$ cat src/rtl/hall_input_filter_pkg.sv
// Shared HALL types and helpers: the legal sector sequence and code classification.
package hall_input_filter_pkg;

  typedef logic [2:0] hall_states_t;

  localparam hall_states_t HALL_ILLEGAL_LO = 3'b000;
  localparam hall_states_t HALL_ILLEGAL_HI = 3'b111;

  // Forward rotation: 001 -> 101 -> 100 -> 110 -> 010 -> 011 -> 001
  function automatic hall_states_t hall_next(input hall_states_t s);
    case (s)
      3'b001:  hall_next = 3'b101;
      3'b101:  hall_next = 3'b100;
      3'b100:  hall_next = 3'b110;
      3'b110:  hall_next = 3'b010;
      3'b010:  hall_next = 3'b011;
      3'b011:  hall_next = 3'b001;
      default: hall_next = s;
    endcase
  endfunction

  function automatic hall_states_t hall_prev(input hall_states_t s);
    case (s)
      3'b101:  hall_prev = 3'b001;
      3'b100:  hall_prev = 3'b101;
      3'b110:  hall_prev = 3'b100;
      3'b010:  hall_prev = 3'b110;
      3'b011:  hall_prev = 3'b010;
      3'b001:  hall_prev = 3'b011;
      default: hall_prev = s;
    endcase
  endfunction

  function automatic logic hall_is_legal(input hall_states_t s);
    hall_is_legal = (s != HALL_ILLEGAL_LO) && (s != HALL_ILLEGAL_HI);
  endfunction

  function automatic logic hall_is_adjacent(input hall_states_t a, input hall_states_t b);
    hall_is_adjacent = hall_is_legal(a) && hall_is_legal(b) &&
                       ((b == hall_next(a)) || (b == hall_prev(a)));
  endfunction

endpackage

$ cat src/rtl/hall_input_filter_bit_synchronizer.sv
// Multi-flop synchroniser for an asynchronous bus; index 0 is the capture stage.
module bit_synchronizer #(
  parameter int STAGES = 2,
  parameter int WIDTH  = 1
) (
  input  logic             clk,
  input  logic             rst_n,
  input  logic [WIDTH-1:0] i_d,
  output logic [WIDTH-1:0] o_q
);

  logic [STAGES-1:0][WIDTH-1:0] r_sync;

  always_ff @(posedge clk or negedge rst_n) begin
    if (!rst_n) r_sync <= '0;
    else        r_sync <= {r_sync[STAGES-2:0], i_d};
  end

  assign o_q = r_sync[STAGES-1];

endmodule

$ cat src/rtl/hall_input_filter.sv
// HALL sensor conditioning: synchronise, debounce, reject illegal codes, flag skips,
// raise a sticky fault on persistent illegal codes and count rejected glitches.
module hall_input_filter
  import hall_input_filter_pkg::*;
#(
  parameter int clk_freq_hz           = 27_000_000,
  parameter int sync_stages           = 2,
  parameter int debounce_ticks        = clk_freq_hz / 1_000_000,
  parameter int invalid_timeout_ticks = clk_freq_hz / 1_000,
  parameter int glitch_count_width    = 16
) (
  input  logic                          clk,
  input  logic                          reset_n,
  input  logic [2:0]                    hall_raw,
  input  logic                          fault_clear,
  output hall_states_t                  hall_values,
  output logic                          hall_valid,
  output logic                          hall_changed,
  output logic                          hall_skip,
  output logic                          hall_fault,
  output logic [glitch_count_width-1:0] glitch_count
);

  localparam int DB_W   = $clog2(debounce_ticks + 1);
  localparam int TO_W   = $clog2(invalid_timeout_ticks + 1);
  localparam int WARM_W = $clog2(sync_stages + 1);
  localparam logic [DB_W-1:0]   DB_MAX   = DB_W'(debounce_ticks);
  localparam logic [DB_W-1:0]   DB_ACC   = DB_W'(debounce_ticks - 1);
  localparam logic [TO_W-1:0]   TO_MAX   = TO_W'(invalid_timeout_ticks);
  localparam logic [WARM_W-1:0] WARM_MAX = WARM_W'(sync_stages);

  logic [2:0]                    w_synced;
  logic [WARM_W-1:0]             r_warm;
  hall_states_t                  r_cand;
  hall_states_t                  r_accepted;
  logic [DB_W-1:0]               r_count;
  hall_states_t                  r_values;
  logic                          r_valid;
  logic                          r_changed;
  logic                          r_skip;
  logic                          r_have_legal;
  logic                          r_illegal;
  logic [TO_W-1:0]               r_timer;
  logic                          r_fault;
  logic [glitch_count_width-1:0] r_glitch;

  bit_synchronizer #(
    .STAGES (sync_stages),
    .WIDTH  (3)
  ) u_sync (
    .clk   (clk),
    .rst_n (reset_n),
    .i_d   (hall_raw),
    .o_q   (w_synced)
  );

  // The synchroniser resets to 000; holding the debouncer off until it has refilled
  // keeps that artefact from being seen as a 000 pulse and counted as a glitch.
  logic            w_ready, w_differ, w_accept, w_cand_legal, w_changed, w_skip;
  logic            w_glitch, w_timeout;
  logic [TO_W-1:0] w_timer_inc;

  assign w_ready      = (r_warm == WARM_MAX);
  assign w_differ     = w_ready && (w_synced != r_cand);
  assign w_accept     = w_ready && !w_differ && (r_count == DB_ACC) && (r_cand != r_accepted);
  assign w_cand_legal = hall_is_legal(r_cand);
  assign w_changed    = w_accept && w_cand_legal && (r_cand != r_values);
  assign w_skip       = w_changed && r_have_legal && !hall_is_adjacent(r_values, r_cand);
  assign w_glitch     = w_differ && (r_cand != r_accepted);
  assign w_timer_inc  = (r_timer == TO_MAX) ? r_timer : r_timer + 1'b1;
  assign w_timeout    = r_illegal && !w_accept && (w_timer_inc == TO_MAX);

  always_ff @(posedge clk or negedge reset_n) begin
    if (!reset_n) begin
      r_warm       <= '0;
      r_cand       <= HALL_ILLEGAL_HI;
      r_accepted   <= HALL_ILLEGAL_HI;
      r_count      <= '0;
      r_values     <= HALL_ILLEGAL_HI;
      r_valid      <= 1'b0;
      r_changed    <= 1'b0;
      r_skip       <= 1'b0;
      r_have_legal <= 1'b0;
      r_illegal    <= 1'b0;
      r_timer      <= '0;
      r_fault      <= 1'b0;
      r_glitch     <= '0;
    end else begin
      if (!w_ready) r_warm <= r_warm + 1'b1;

      if (w_differ) begin
        r_cand  <= w_synced;
        r_count <= '0;
      end else if (w_ready && (r_count != DB_MAX)) begin
        r_count <= r_count + 1'b1;
      end

      if (w_glitch && (r_glitch != '1)) r_glitch <= r_glitch + 1'b1;

      r_changed <= w_changed;
      r_skip    <= w_skip;

      if (w_accept) begin
        r_accepted <= r_cand;
        r_timer    <= '0;
        r_valid    <= w_cand_legal;
        r_illegal  <= !w_cand_legal;
        if (w_cand_legal) begin
          r_values     <= r_cand;
          r_have_legal <= 1'b1;
        end
      end else if (r_illegal) begin
        r_timer <= w_timer_inc;
      end

      // A timeout set outranks a simultaneous clear.
      if (w_timeout)        r_fault <= 1'b1;
      else if (fault_clear) r_fault <= 1'b0;
    end
  end

  assign hall_values  = r_values;
  assign hall_valid   = r_valid;
  assign hall_changed = r_changed;
  assign hall_skip    = r_skip;
  assign hall_fault   = r_fault;
  assign glitch_count = r_glitch;

endmodule

$ cat config.mk
export PLATFORM = sky130hd
export DESIGN_NAME = hall_input_filter
export DESIGN_NICKNAME = d
export VERILOG_FILES = /design/src/rtl/hall_input_filter_pkg.sv /design/src/rtl/hall_input_filter_bit_synchronizer.sv /design/src/rtl/hall_input_filter.sv
export SDC_FILE = /design/constraint.sdc
export NUM_CORES = 1
export LEC_CHECK = 0
export ABC_AREA = 1
export BUFFER_PORTS_ARGS = -buffer_cell sky130_fd_sc_hd__buf_2
export CORE_MARGIN = 10
export CORE_UTILIZATION = 53
export CTS_CLUSTER_DIAMETER = 80
export DETAILED_ROUTE_END_ITERATION = 8
export PLACE_DENSITY = 0.75
export SYNTH_ARGS = -nofsm -noshare
export SYNTH_HDL_FRONTEND = slang
export SYNTH_SLANG_ARGS = --single-unit
export TNS_END_PERCENT = 20
$ cat constraint.sdc
create_clock -name clk -period 1.5 [get_ports clk]
set_input_delay 0 -clock clk [delete_from_list [all_inputs] [get_ports clk]]
set_output_delay 0 -clock clk [all_outputs]
set_load 0.005 [all_outputs]
== Yosys cells after proc, flatten, opt, wreduce, memory -nomap -nowiden ==
Index checks and enable logic that the tools add are counted.
W data, S select, Z words.
Cells by class
  add/sub/neg operators: 4
  equality and inequality tests: 19
  muxes and demuxes: 9
  reductions and logical operators: 28
Operators with widths (number)
  $mux W15: 3
  $pmux W3 S6: 2
  $eq A15 B15 Y1 const B: 2
  $logic_and A1 B1 Y1: 17
  $add A16 B1 Y16 const B: 1
  $ne A16 B16 Y1 const B: 1
  $add A15 B1 Y15 const B: 1
  $mux W5: 2
  $eq A3 B3 Y1 const B: 3
  $ne A3 B3 Y1: 3
  $eq A3 B2 Y1 const B: 2
  $eq A3 B3 Y1: 2
  $ne A3 B3 Y1 const B: 2
  $reduce_bool A2 Y1: 3
  $reduce_bool A3 Y1: 2
  $add A5 B1 Y5 const B: 1
  $eq A5 B5 Y1 const B: 1
  $ne A5 B5 Y1 const B: 1
  $logic_not A1 Y1: 4
  $eq A3 B1 Y1 const B: 1
  $add A2 B1 Y2 const B: 1
  $eq A2 B2 Y1 const B: 1
  $mux W1: 2
  $reduce_and A2 Y1: 1
  $logic_or A1 B1 Y1: 1
Storage, ports and cells
  bits in registers: 59
  input port bits: 6
  output and inout port bits: 23
  logic and storage cells: 75

== Longest topological paths before layout ==
Gate-level depths: netlist of the first run.
  word-level depth: 10
  gate-level depth with buffers: 13
  gate-level depth less buffers: 13

== Cells and area by module ==
Synthesis of the first run repeated with hierarchy kept, for this count alone.
Unflattened totals
  cells, all modules: 420
  area, all modules: 3271.9 µm²
Modules (own cells, without submodules)
  hall_input_filter: times used 1, cells an instance 411, area each 3099.2 µm², sequential area each 1337.5 µm²
  bit_synchronizer: times used 1, cells an instance 9, area each 172.7 µm², sequential area each 150.1 µm²

== Least setup slack after synthesis of the first run ==
Ideal clock, no wire load.
  path type: flip-flop to flip-flop
  start point: reg r_cand[1]
  end point: reg r_timer[5]
  library setup time: 0.121 ns
  data arrival time: 1.508 ns
  slack: -0.129 ns
  cell stages (with the launch flop): 10
  buffers on the path: 2
  clock period less this slack: 1.629 ns
  cell sequence: dfstp_2 -> buf_6 -> xnor2_1 -> nand2_1 -> nor2_2 -> nand3_2 -> buf_6 -> nand2_4 -> inv_4 -> a22o_1
Between the ends
  longest elaborated chain between the ends: 7
RTL lines
  start, declared: RTL line hall_input_filter.sv:34  | hall_states_t r_cand;
  start signal, assigned: RTL line hall_input_filter.sv:92  | r_cand <= w_synced;
  $ne A3 B3 Y1: RTL line hall_input_filter.sv:64  | assign w_differ = w_ready && (w_synced != r_cand);
  $logic_and A1 B1 Y1: RTL line hall_input_filter.sv:64
  $logic_not A1 Y1: RTL line hall_input_filter.sv:65  | assign w_accept = w_ready && !w_differ && (r_count == DB_ACC) && (r_cand != r_accepted);
  $logic_and A1 B1 Y1 (2 in a row): RTL line hall_input_filter.sv:65
  $logic_and A1 B1 Y1 (*): RTL line hall_input_filter.sv:65
  $mux W15 / $reduce_bool A2 Y1 (equally long branches)
  end signal, assigned: RTL line hall_input_filter.sv:113  | r_timer <= w_timer_inc;
  end, declared: RTL line hall_input_filter.sv:43  | logic [TO_W-1:0] r_timer;
Mark *: on every way between the ends. The rest lies on a longest branch, timed or not.
A chain may end at the register's enable or synchronous reset.

== Worst setup path after layout of the first run ==
  start point: reg r_cand[0]
  end point: reg r_timer[5]
Same word-level chain as after synthesis.

==> impl_metrics.toml, run 1 <==
[run_status]
status = "complete, but fails checks"
violations = "setup timing"

[pwr]
total_power_uw = 4150
peakVddDrop_uv = 1110
leakage_uw = 0.00209
powerDensity_mw_per_mm2 = 955

[clock_network]
numCtsBuffers = 9
cts.sinks = 59
clkLatencyLatePin_ns = 0.35
cts_tree = "built"
cts_root_buffer = "clkbuf_8"
max-clock-path-buffers = 2
htree_levels = 3
path_clk_slew_ns = 0.08

[critical_path]
arrival_ns = 1.88
path_cells = "xnor2_2 -> nand2_2 -> nor2_4 -> nand3_4 -> nand2_4 -> inv_2 -> a22o_1"
path_class = "reg -> reg"
worst_ep_required_time_ns = 1.73
startpoint_type = "register"
max_stage_delay_ns = 0.59
cp_slowest_cell = "dfstp_2"
crit_fanout = 6
crit_path_end_kind = "register"

[sta]
slew_headroom_pct = 73.1
post-route-min-period_ns = 1.65
skew_ns = 0.0121
rsz0062_at_grt = "yes"
finalMaxSlewViolations = 0
final-hold-violation-count = 0
setup_tns_ns = -3.54
fin_ws_ns = -0.149
fin_crit_sh_pct = 110
setup_viol = 41
fmax_mhz = 606
worstMarginPinSlew_ns = 0.401
whs_ns = 0.180

[synth]
avgSynthCellArea_sq_um = 8.10
ys_types = 31
yosys.area.top_type = "dfrtp_1"
syn_nets = 407
ys_warn_count = 0
netlist_instances = 395
ys_seq_area_share_pct = 46.5
syn_area_sq_mm = 0.00320
synth-compound-area-share_pct = 7.43
yosys_register_bits = 59
synth_top_area_share_pct = 39.1
synth.mux.area_fraction_pct = 0
yosys-top-cells-area = "dfrtp_1, nand2_1, dfstp_2"
synth_top_family_by_area = "simple AND/OR/NAND/NOR gates"
synth_xor_area_share_pct = 7.67
yosys.area_share.adder_pct = 2.35
synthSimpleGateAreaFrac_pct = 27.7

[placed_design]
placedCellCount = 546
dpl_cell_area_sq_mm = 0.00380
dp_hpwl_mm = 5.54
port_buffers = 28
place.gp.congestion = 0.955

[floorplan]
die_area_sq_mm = 0.00954
start_util_pct = 54.3
coreArea_sq_mm = 0.00589
fp.dieW_um = 97.7
die_y_um = 97.7
rows = 28
io_pins = 29

[detailed_routing]
routedWlPerCell_um = 14.1
antenna_left = 0
vias_per_cell = 5.20
wl_mm = 8.13
drcViolationCount = 0
drt-initial-drc-count = 172
dr.pass1.iters = 4
vias = 3000

[global_route]
grt_use_met1_pct = 19.9
gr-max-usage-layer = "met2"
grt_max_degree = 60
grt_pass1_wl_mm = 13.3
first_global_vias = 2912
grt_usage_pct = 16.6
met2_usage_pct = 26.9
antenna_found_initial = 0
grt.overflow.total = 0
gr-usage-met3_pct = 3.34

[cells_and_area]
postLayoutCellArea_sq_mm = 0.00435
area_growth_pct = 36.0
layout.nets = 509
n_antenna_cell = 0
fillers = 423
final_cell_count_no_fill = 577
drive_gt1_share_pct = 34.3

[flow_run]
cap_violations = 0

[hold_path]
min_path_type = "in -> async"
==> synthesized netlist by cell type <==
cell type and instances:
nand2_1 101, nand4_1 9, dfrtp_1 50, o221ai_1 2
a22o_1 1, nor3b_1 1, inv_2 1, o22ai_1 10
xnor2_1 11, nor3_1 10, nand3_2 2, a31oi_1 1
nor2_2 3, nor2_4 2, nand3b_1 2, nand2_4 2
inv_1 49, nand3_1 28, a21oi_1 3, ha_1 6
xor2_1 17, buf_4 1, o211ai_1 1, inv_4 1
o21ai_0 21, o21ai_1 3, buf_2 1, buf_1 1
buf_6 5, dfstp_2 9, nor2_1 41
==> cell families (layout without fill, tap and decap cells) <==
family,count (synthesis),count (layout)
adders and majority gates,6,6
and+or+nand+nor,201,201
AOI/OAI and AO/OA,42,42
buffers and inverters,59,166
xor gates and xnor gates,28,28
DFF,59,59
==> sequential cells by signal, summed over array words and instances, names as in the netlist <==
signal,count
hall_valid,1
r_accepted,3
hall_values,3
r_illegal,1
r_have_legal,1
u_sync.r_sync,3
hall_changed,1
r_timer,15
r_cand,3
r_count,5
hall_fault,1
hall_skip,1
glitch_count,16
r_warm,2
u_sync.o_q,3
==> layer usage <==
metal / routed length (um) / share of wire (%)
met1: 3450 / 42
met2: 4140 / 51
met4: 192 / 2.4
met3: 348 / 4.3
met5: 0 / 0
==> report_power, final <==
part           internal [uW]  switching, uW  leakage (uW)
clock network            818            683     0.0000957
logic                    435            422       0.00124
registers               1700           93.5      0.000758
total                   2950           1200       0.00209
==> critical path: cells and delay by family, from the launching register on <==
kind / cells / cell delay, ns
AO/OA/AOI/OAI: 1 / 0.21
XOR/XNOR: 1 / 0.13
buffers and inverters: 1 / 0.05
flip-flops: 1 / 0.59
AND/OR/NAND/NOR: 4 / 0.55
==> per-stage QoR <==
stage	utilization (%)	worst slack, ns
after floorplan	-	-0.121
after global placement	64.6	-0.134
after detailed placement	64.6	-0.196
after CTS	71.4	-0.126
after global routing	73.9	-0.249
final	73.9	-0.149
==> layout make-up <==
type	instances	area, sq um	area share, %
Sequential cell	59	1490	34.2
Inverter	51	194	4.46
Multi-Input combinational cell	277	1650	37.9
Timing Repair Buffer	99	721	16.6
Tap cell	75	93.8	2.16
Clock inverter	5	62.6	1.44
Clock buffer	11	141	3.25
==> cell usage in the layout (no fill, tap or decap), types with 4 or more instances in the layout <==
master	instances
nand2_1	93
buf_4	60
dfrtp_1	49
inv_1	44
nor2_1	30
buf_2	28
nand3_1	26
xor2_1	16
o21ai_0	13
nor2_2	10
clkbuf_8	10
xnor2_1	9
nand4_1	9
dfstp_2	9
nand2_2	7
o22ai_1	7
nor3_1	7
o21ai_1	7
inv_2	6
nor2_4	6
dlygate4sd3_1	5
o21ai_2	4
buf_6	4
==> repair_timing <==
item / in CTS / in global routing
resized for setup: 36 / 30
pin swaps: 4 / 11
cloned: 0 / 0
hold endpoints to repair: 63 / 0
hold buffers: 5 / 0
setup buffers: 3 / 7
endpoints found under the setup margin: 44 / 48
==> final timing paths <==
kind,endpoint,slack (ns),startpoint,depth (start not counted)
min reg2reg,u_sync.o_q[0],0.36,u_sync.r_sync[0],0
max in group asynchronous,hall_values[1],1.00,reset_n,3
min,r_count[3],0.18,reset_n,3
max reg2reg,r_timer[5],-0.15,r_cand[0],7
min in group clk,u_sync.r_sync[2],0.29,hall_raw[2],2
max,r_timer[5],-0.15,r_cand[0],7
No activity file was read; power rests on OpenSTA's default activity.
==> run 2: changes to the inputs <==
--- a/config.mk
+++ b/config.mk
@@ -8,10 +8,9 @@
 export ABC_AREA = 1
 export BUFFER_PORTS_ARGS = -buffer_cell sky130_fd_sc_hd__buf_2
 export CORE_MARGIN = 10
-export CORE_UTILIZATION = 53
+export CORE_UTILIZATION = 40
 export CTS_CLUSTER_DIAMETER = 80
 export DETAILED_ROUTE_END_ITERATION = 8
-export PLACE_DENSITY = 0.75
 export SYNTH_ARGS = -nofsm -noshare
 export SYNTH_HDL_FRONTEND = slang
 export SYNTH_SLANG_ARGS = --single-unit
==> run 2 against run 1 <==
  * The run still ends with setup timing left
  * Cell count is 6.1% higher
  * Sequential power barely moved
  * Utilization is 17 points lower
  * First-iteration DRC count decreased by 14%
  * Setup slack got worse by 0.011 ns
  * Combinational power decreased by 7.5%
  * Critical path type unchanged
  * Critical endpoint is now glitch_count[4]
  * Largest cell class unchanged
  * Largest power group unchanged
==> impl_metrics.toml, run 2 (synthesis results as in run 1) <==
[sta]
skew_ns = 0.0106
finalMaxSlewViolations = 0
post-route-min-period_ns = 1.66
setup_viol = 44
worstMarginPinSlew_ns = 0.591
fin_ws_ns = -0.160
rsz0062_at_grt = "yes"
fmax_mhz = 602
slew_headroom_pct = 60.6
fin_crit_sh_pct = 111
whs_ns = 0.178
final-hold-violation-count = 0

[cells_and_area]
area_growth_pct = 39.2
largest_reg_flops = 16
postLayoutCellArea_sq_mm = 0.00445
drive_gt1_share_pct = 34.1
n_antenna_cell = 0
layout.nets = 517
layout_common_cells = "nand2_1, buf_4, dfrtp_1"
layout_commonest_cell = "nand2_1"

[detailed_routing]
wl_mm = 7.93
drcViolationCount = 0
wl_met2_mm = 3.79
vias_per_cell = 4.80
topRoutingLayerUsed = "met4"
vias = 2936
dr.pass1.iters = 4
drt-met1-wl_mm = 3.65
antenna_left = 0
drt-initial-drc-count = 148
routedWlPerCell_um = 13.0
dr_wl_met3_um = 380

[clock_network]
path_clk_slew_ns = 0.08
cts_root_buffer = "clkbuf_8"
clkLatencyLatePin_ns = 0.35
numCtsBuffers = 9
htree_levels = 3
cts_tree = "built"
max-clock-path-buffers = 2
cts.sinks = 59

[floorplan]
die_y_um = 109
rows = 32
coreArea_sq_mm = 0.00777
start_util_pct = 41.2
die_area_sq_mm = 0.0120
io_pins = 29
fp.dieW_um = 109

[critical_path]
worst_ep_required_time_ns = 1.73
crit_fanout = 5
arrival_ns = 1.89
crit_path_end_kind = "register"
path_class = "reg -> reg"
startpoint_type = "register"

[pwr]
switching_share_pct = 27.9
power.switching_uw = 1180
leakage_uw = 0.00214
powerDensity_mw_per_mm2 = 946
peakVddDrop_uv = 1010
p_seq_share_pct = 42.0
p_int_uw = 3040
p_clk_share_pct = 39.2
comb_power_share_pct = 18.8

[flow_run]
cap_violations = 0

[placed_design]
place_ws_ns = -0.189
dpl_cell_area_sq_mm = 0.00393
port_buffers = 28
dp_hpwl_mm = 5.69
place.gp.congestion = 0.876

[global_route]
grt.overflow.total = 0
grt_pass1_wl_mm = 13.3
first_global_vias = 2901
grt_usage_pct = 14.0
antenna_found_initial = 0
grt_max_degree = 27

[run_status]
violations = "setup timing"
status = "complete, but fails checks"

[hold_path]
min_path_type = "in -> async"
run 2: changes by cell type in the layout (fill, tap and decap cells not counted), sizes merged:
cell	delta
clkbuf	-2
inv	+2
clkinv	+1
clkinvlp	-2
buf	+8
bufinv	+1
run 2: layout make-up:
cell class              count  area, sq um
multi-input cells         277         1610
fillers                   752         3310
well taps                 102          128
clock buffers               9          124
flip-flops and latches     59         1490
inverters                  51          196
repair buffers            107          806
clock inverters             7          100
run 2: repair_timing:
item                       4_1_cts  5_1_grt
pin swaps                       10        5
hold buffers                     5        0
setup buffers                    5        3
resized for setup               36       23
hold endpoints to repair        17        0
setup endpoints to repair       44       47
run 2: worst paths after layout:
kind,start,end,slack [ns],cells past startpoint
setup / recovery,r_cand[1],glitch_count[4],-0.16,8
hold / removal,reset_n,r_warm[0],0.18,2
setup reg to reg,r_cand[1],glitch_count[4],-0.16,8
hold reg to reg,u_sync.r_sync[0],u_sync.o_q[0],0.35,0
max in group asynchronous,reset_n,r_timer[1],0.72,3
min in group clk,hall_raw[2],u_sync.r_sync[2],0.29,2
run 2: worst max-delay path, stage by stage, from the launching register on:
cell	delay, ns
dfstp_2	0.60
xnor2_2	0.13
nand2_1	0.11
nor2_4	0.15
nor2_2	0.07
nand2_2	0.14
buf_6	0.15
nor2_4	0.04
xor2_1	0.15
run 2: power groups by stage:
stage	logic, uW	registers (uW)	clock network (uW)
5_1_grt	894	1780	1760
3_3_place_gp	707	1790	0
4_1_cts	765	1760	1690
6_report	793	1770	1650
3_5_place_dp	716	1790	0
2_1_floorplan	274	1850	0
run 2: metal layers:
layer | vias to the layer above | global-route usage, %
met4 | 0 | 5.58
met1 | 1383 | 17.5
met2 | 49 | 22.5
met3 | 13 | 3.80
li1 | 1491 | -
met5 | - | 0
run 2: stage by stage:
stage	utilization, %	total power, uW	std cells	setup TNS [ns]
floorplan	-	2120	395	-1.35
global route	57.3	4440	612	-7.96
finish	57.3	4210	612	-4.13
global placement	50.6	2490	583	-3.63
detailed placement	50.6	2510	583	-4.69
CTS	56.0	4220	609	-3.37
==> run 3: changes to the inputs <==
--- a/config.mk
+++ b/config.mk
@@ -11,6 +11,7 @@
 export CORE_UTILIZATION = 40
 export CTS_CLUSTER_DIAMETER = 80
 export DETAILED_ROUTE_END_ITERATION = 8
+export SETUP_SLACK_MARGIN = 0.2
 export SYNTH_ARGS = -nofsm -noshare
 export SYNTH_HDL_FRONTEND = slang
 export SYNTH_SLANG_ARGS = --single-unit
==> constraint.sdc (replaced) <==
create_clock -name clk -period 1.6 [get_ports clk]
set_input_delay 0 -clock clk [delete_from_list [all_inputs] [get_ports clk]]
set_output_delay 0 -clock clk [all_outputs]
set_load 0.005 [all_outputs]
==> run 3 against run 2 <==
  * The run still ends with setup timing left
  * Clock power decreased by 15%
  * Register-to-register slack improved by 0.11 ns
  * Setup slack improved by 0.11 ns
  * Total power decreased by 12%
  * Largest cell class unchanged
==> impl_metrics.toml, run 3 (synthesis results as in run 1) <==
[run_status]
status = "complete, but fails checks"
violations = "setup timing"

[detailed_routing]
vias = 2838
wl_mm = 7.50
vias_per_cell = 4.90
drt-initial-drc-count = 178
drcViolationCount = 0
routedWlPerCell_um = 13.0
antenna_left = 0
dr.pass1.iters = 4

[pwr]
switching_share_pct = 27.1
p_clk_share_pct = 37.7
p_seq_share_pct = 45.0
peakVddDrop_uv = 819
leakage_uw = 0.00200
comb_power_share_pct = 17.4
power.switching_uw = 1010
powerDensity_mw_per_mm2 = 871
total_power_uw = 3720
p_int_uw = 2710

[floorplan]
rows = 32
io_pins = 29
die_area_sq_mm = 0.0120
fp.dieW_um = 109
coreArea_sq_mm = 0.00777
start_util_pct = 41.2
die_y_um = 109

[flow_run]
cap_violations = 0

[sta]
whs_ns = 0.200
finalMaxSlewViolations = 0
worstMarginPinSlew_ns = 0.314
post-route-min-period_ns = 1.65
final-hold-violation-count = 0
fin_ws_ns = -0.0485
slew_headroom_pct = 79.1
setup_tns_ns = -0.222
fmax_mhz = 607
rsz0062_at_grt = "yes"
setup_viol = 8
skew_ns = 0.00615
fin_crit_sh_pct = 103

[cells_and_area]
layout_commonest_cell = "nand2_1"
drive_gt1_share_pct = 32.3
largest_reg_flops = 16
area_growth_pct = 33.4
regArea_sq_mm = 0.00149
layout_common_cells = "nand2_1, dfrtp_1, inv_1"
final_cell_count_no_fill = 579
fillers = 716
n_antenna_cell = 0
postLayoutCellArea_sq_mm = 0.00427
layout.nets = 484
multi_input_area_sq_mm = 0.00170

[critical_path]
path_delay_family = "simple AND/OR/NAND/NOR gates"
startpoint_type = "register"
worstReg2RegStart = "glitch_count[10]"
crit_fanout = 6
path_class = "reg -> reg"
crit_top_cell = "nand2_1"
arrival_ns = 1.88
path_cells = "inv_1 -> nor3_1 -> nand4_1 -> nand2_4 -> clkinvlp_4 -> buf_4 -> nand2_1 -> nand2_1"
path_buf_inv = 3
reg2reg_depth = 8
crit_path_end_kind = "register"
reg2reg_slack_ns = -0.05
max_stage_delay_ns = 0.40
worst_ep_required_time_ns = 1.83
r2r-end = "glitch_count[1]"
cp_slowest_cell = "dfrtp_1"

[clock_network]
path_clk_slew_ns = 0.07
cts.sinks = 59
cts_tree = "built"
numCtsBuffers = 9
htree_levels = 3
clkLatencyLatePin_ns = 0.34
cts_root_buffer = "clkbuf_8"
max-clock-path-buffers = 2

[global_route]
grt.overflow.total = 0
first_global_vias = 2685
grt_pass1_wl_mm = 12.5
grt_max_degree = 60
antenna_found_initial = 0
grt_usage_pct = 12.9

[placed_design]
place.gp.congestion = 0.917
placedCellCount = 553
dp_hpwl_mm = 5.24
port_buffers = 28
dpl_cell_area_sq_mm = 0.00371

[hold_path]
min_path_type = "in -> async"
## run 3: changes by cell type in the layout (fill, tap and decap cells not counted), sizes merged
cell,previous run,this run
buf,102,69
clkbuf,9,12
clkinvlp,0,1
inv,53,50
bufinv,2,1
## run 3: worst max-delay path by stage
stage / from / end / slack [ns] / cells after the start
floorplan: r_cand[1] / r_timer[5] / -0.02 / 9
global placement: r_timer[0] / hall_fault / -0.06 / 11
detailed placement: r_warm[0] / r_timer[5] / -0.09 / 8
CTS: r_cand[1] / r_timer[5] / -0.03 / 7
global route: r_timer[0] / hall_fault / -0.15 / 12
finish: glitch_count[10] / glitch_count[1] / -0.05 / 8
## run 3: timing repair
item                                   CTS  global route
setup endpoints to repair               45            48
buffers inserted                         3             2
resized for setup                       30            45
gates cloned                             0             0
hold buffers                             5             0
pin swaps                               12            12
endpoints found under the hold margin   63             0
## run 3: worst reg2reg max path, delay by kind of cell (launching register included)
family / cells / cell delay (ns)
buffers and inverters: 3 / 0.41
flip-flops: 1 / 0.40
AND/OR/NAND/NOR: 5 / 0.73
## run 3: area by class of cell
cell class / count / share of cell area, %
Multi-Input combinational cell: 277 / 39.9
Inverter: 51 / 4.63
Sequential cell: 59 / 34.9
Tap cell: 102 / 2.99
Clock inverter: 4 / 1.14
Timing Repair Buffer: 74 / 12.8
Clock buffer: 12 / 3.64
## run 3: through the flow
step / setup WS (ns) / utilization (%)
6_report: -0.0485 / 54.9
3_3_place_gp: -0.0628 / 47.7
3_5_place_dp: -0.0947 / 47.7
5_1_grt: -0.151 / 54.9
4_1_cts: -0.0300 / 52.5
2_1_floorplan: -0.0211 / -
## run 3: power by group through the flow
stage	clock [uW]	sequential [uW]	combinational [uW]
5_1_grt	1500	1690	727
6_report	1400	1670	646
2_1_floorplan	0	1740	256
3_3_place_gp	0	1700	606
3_5_place_dp	0	1700	605
4_1_cts	1430	1670	628
## run 3: layer usage
layer | part of all wire [%] | GRT usage, %
met1 | 45 | 16.8
met2 | 48 | 19.7
met3 | 5.3 | 3.45
met4 | 1.6 | 5.86
met5 | 0 | 0
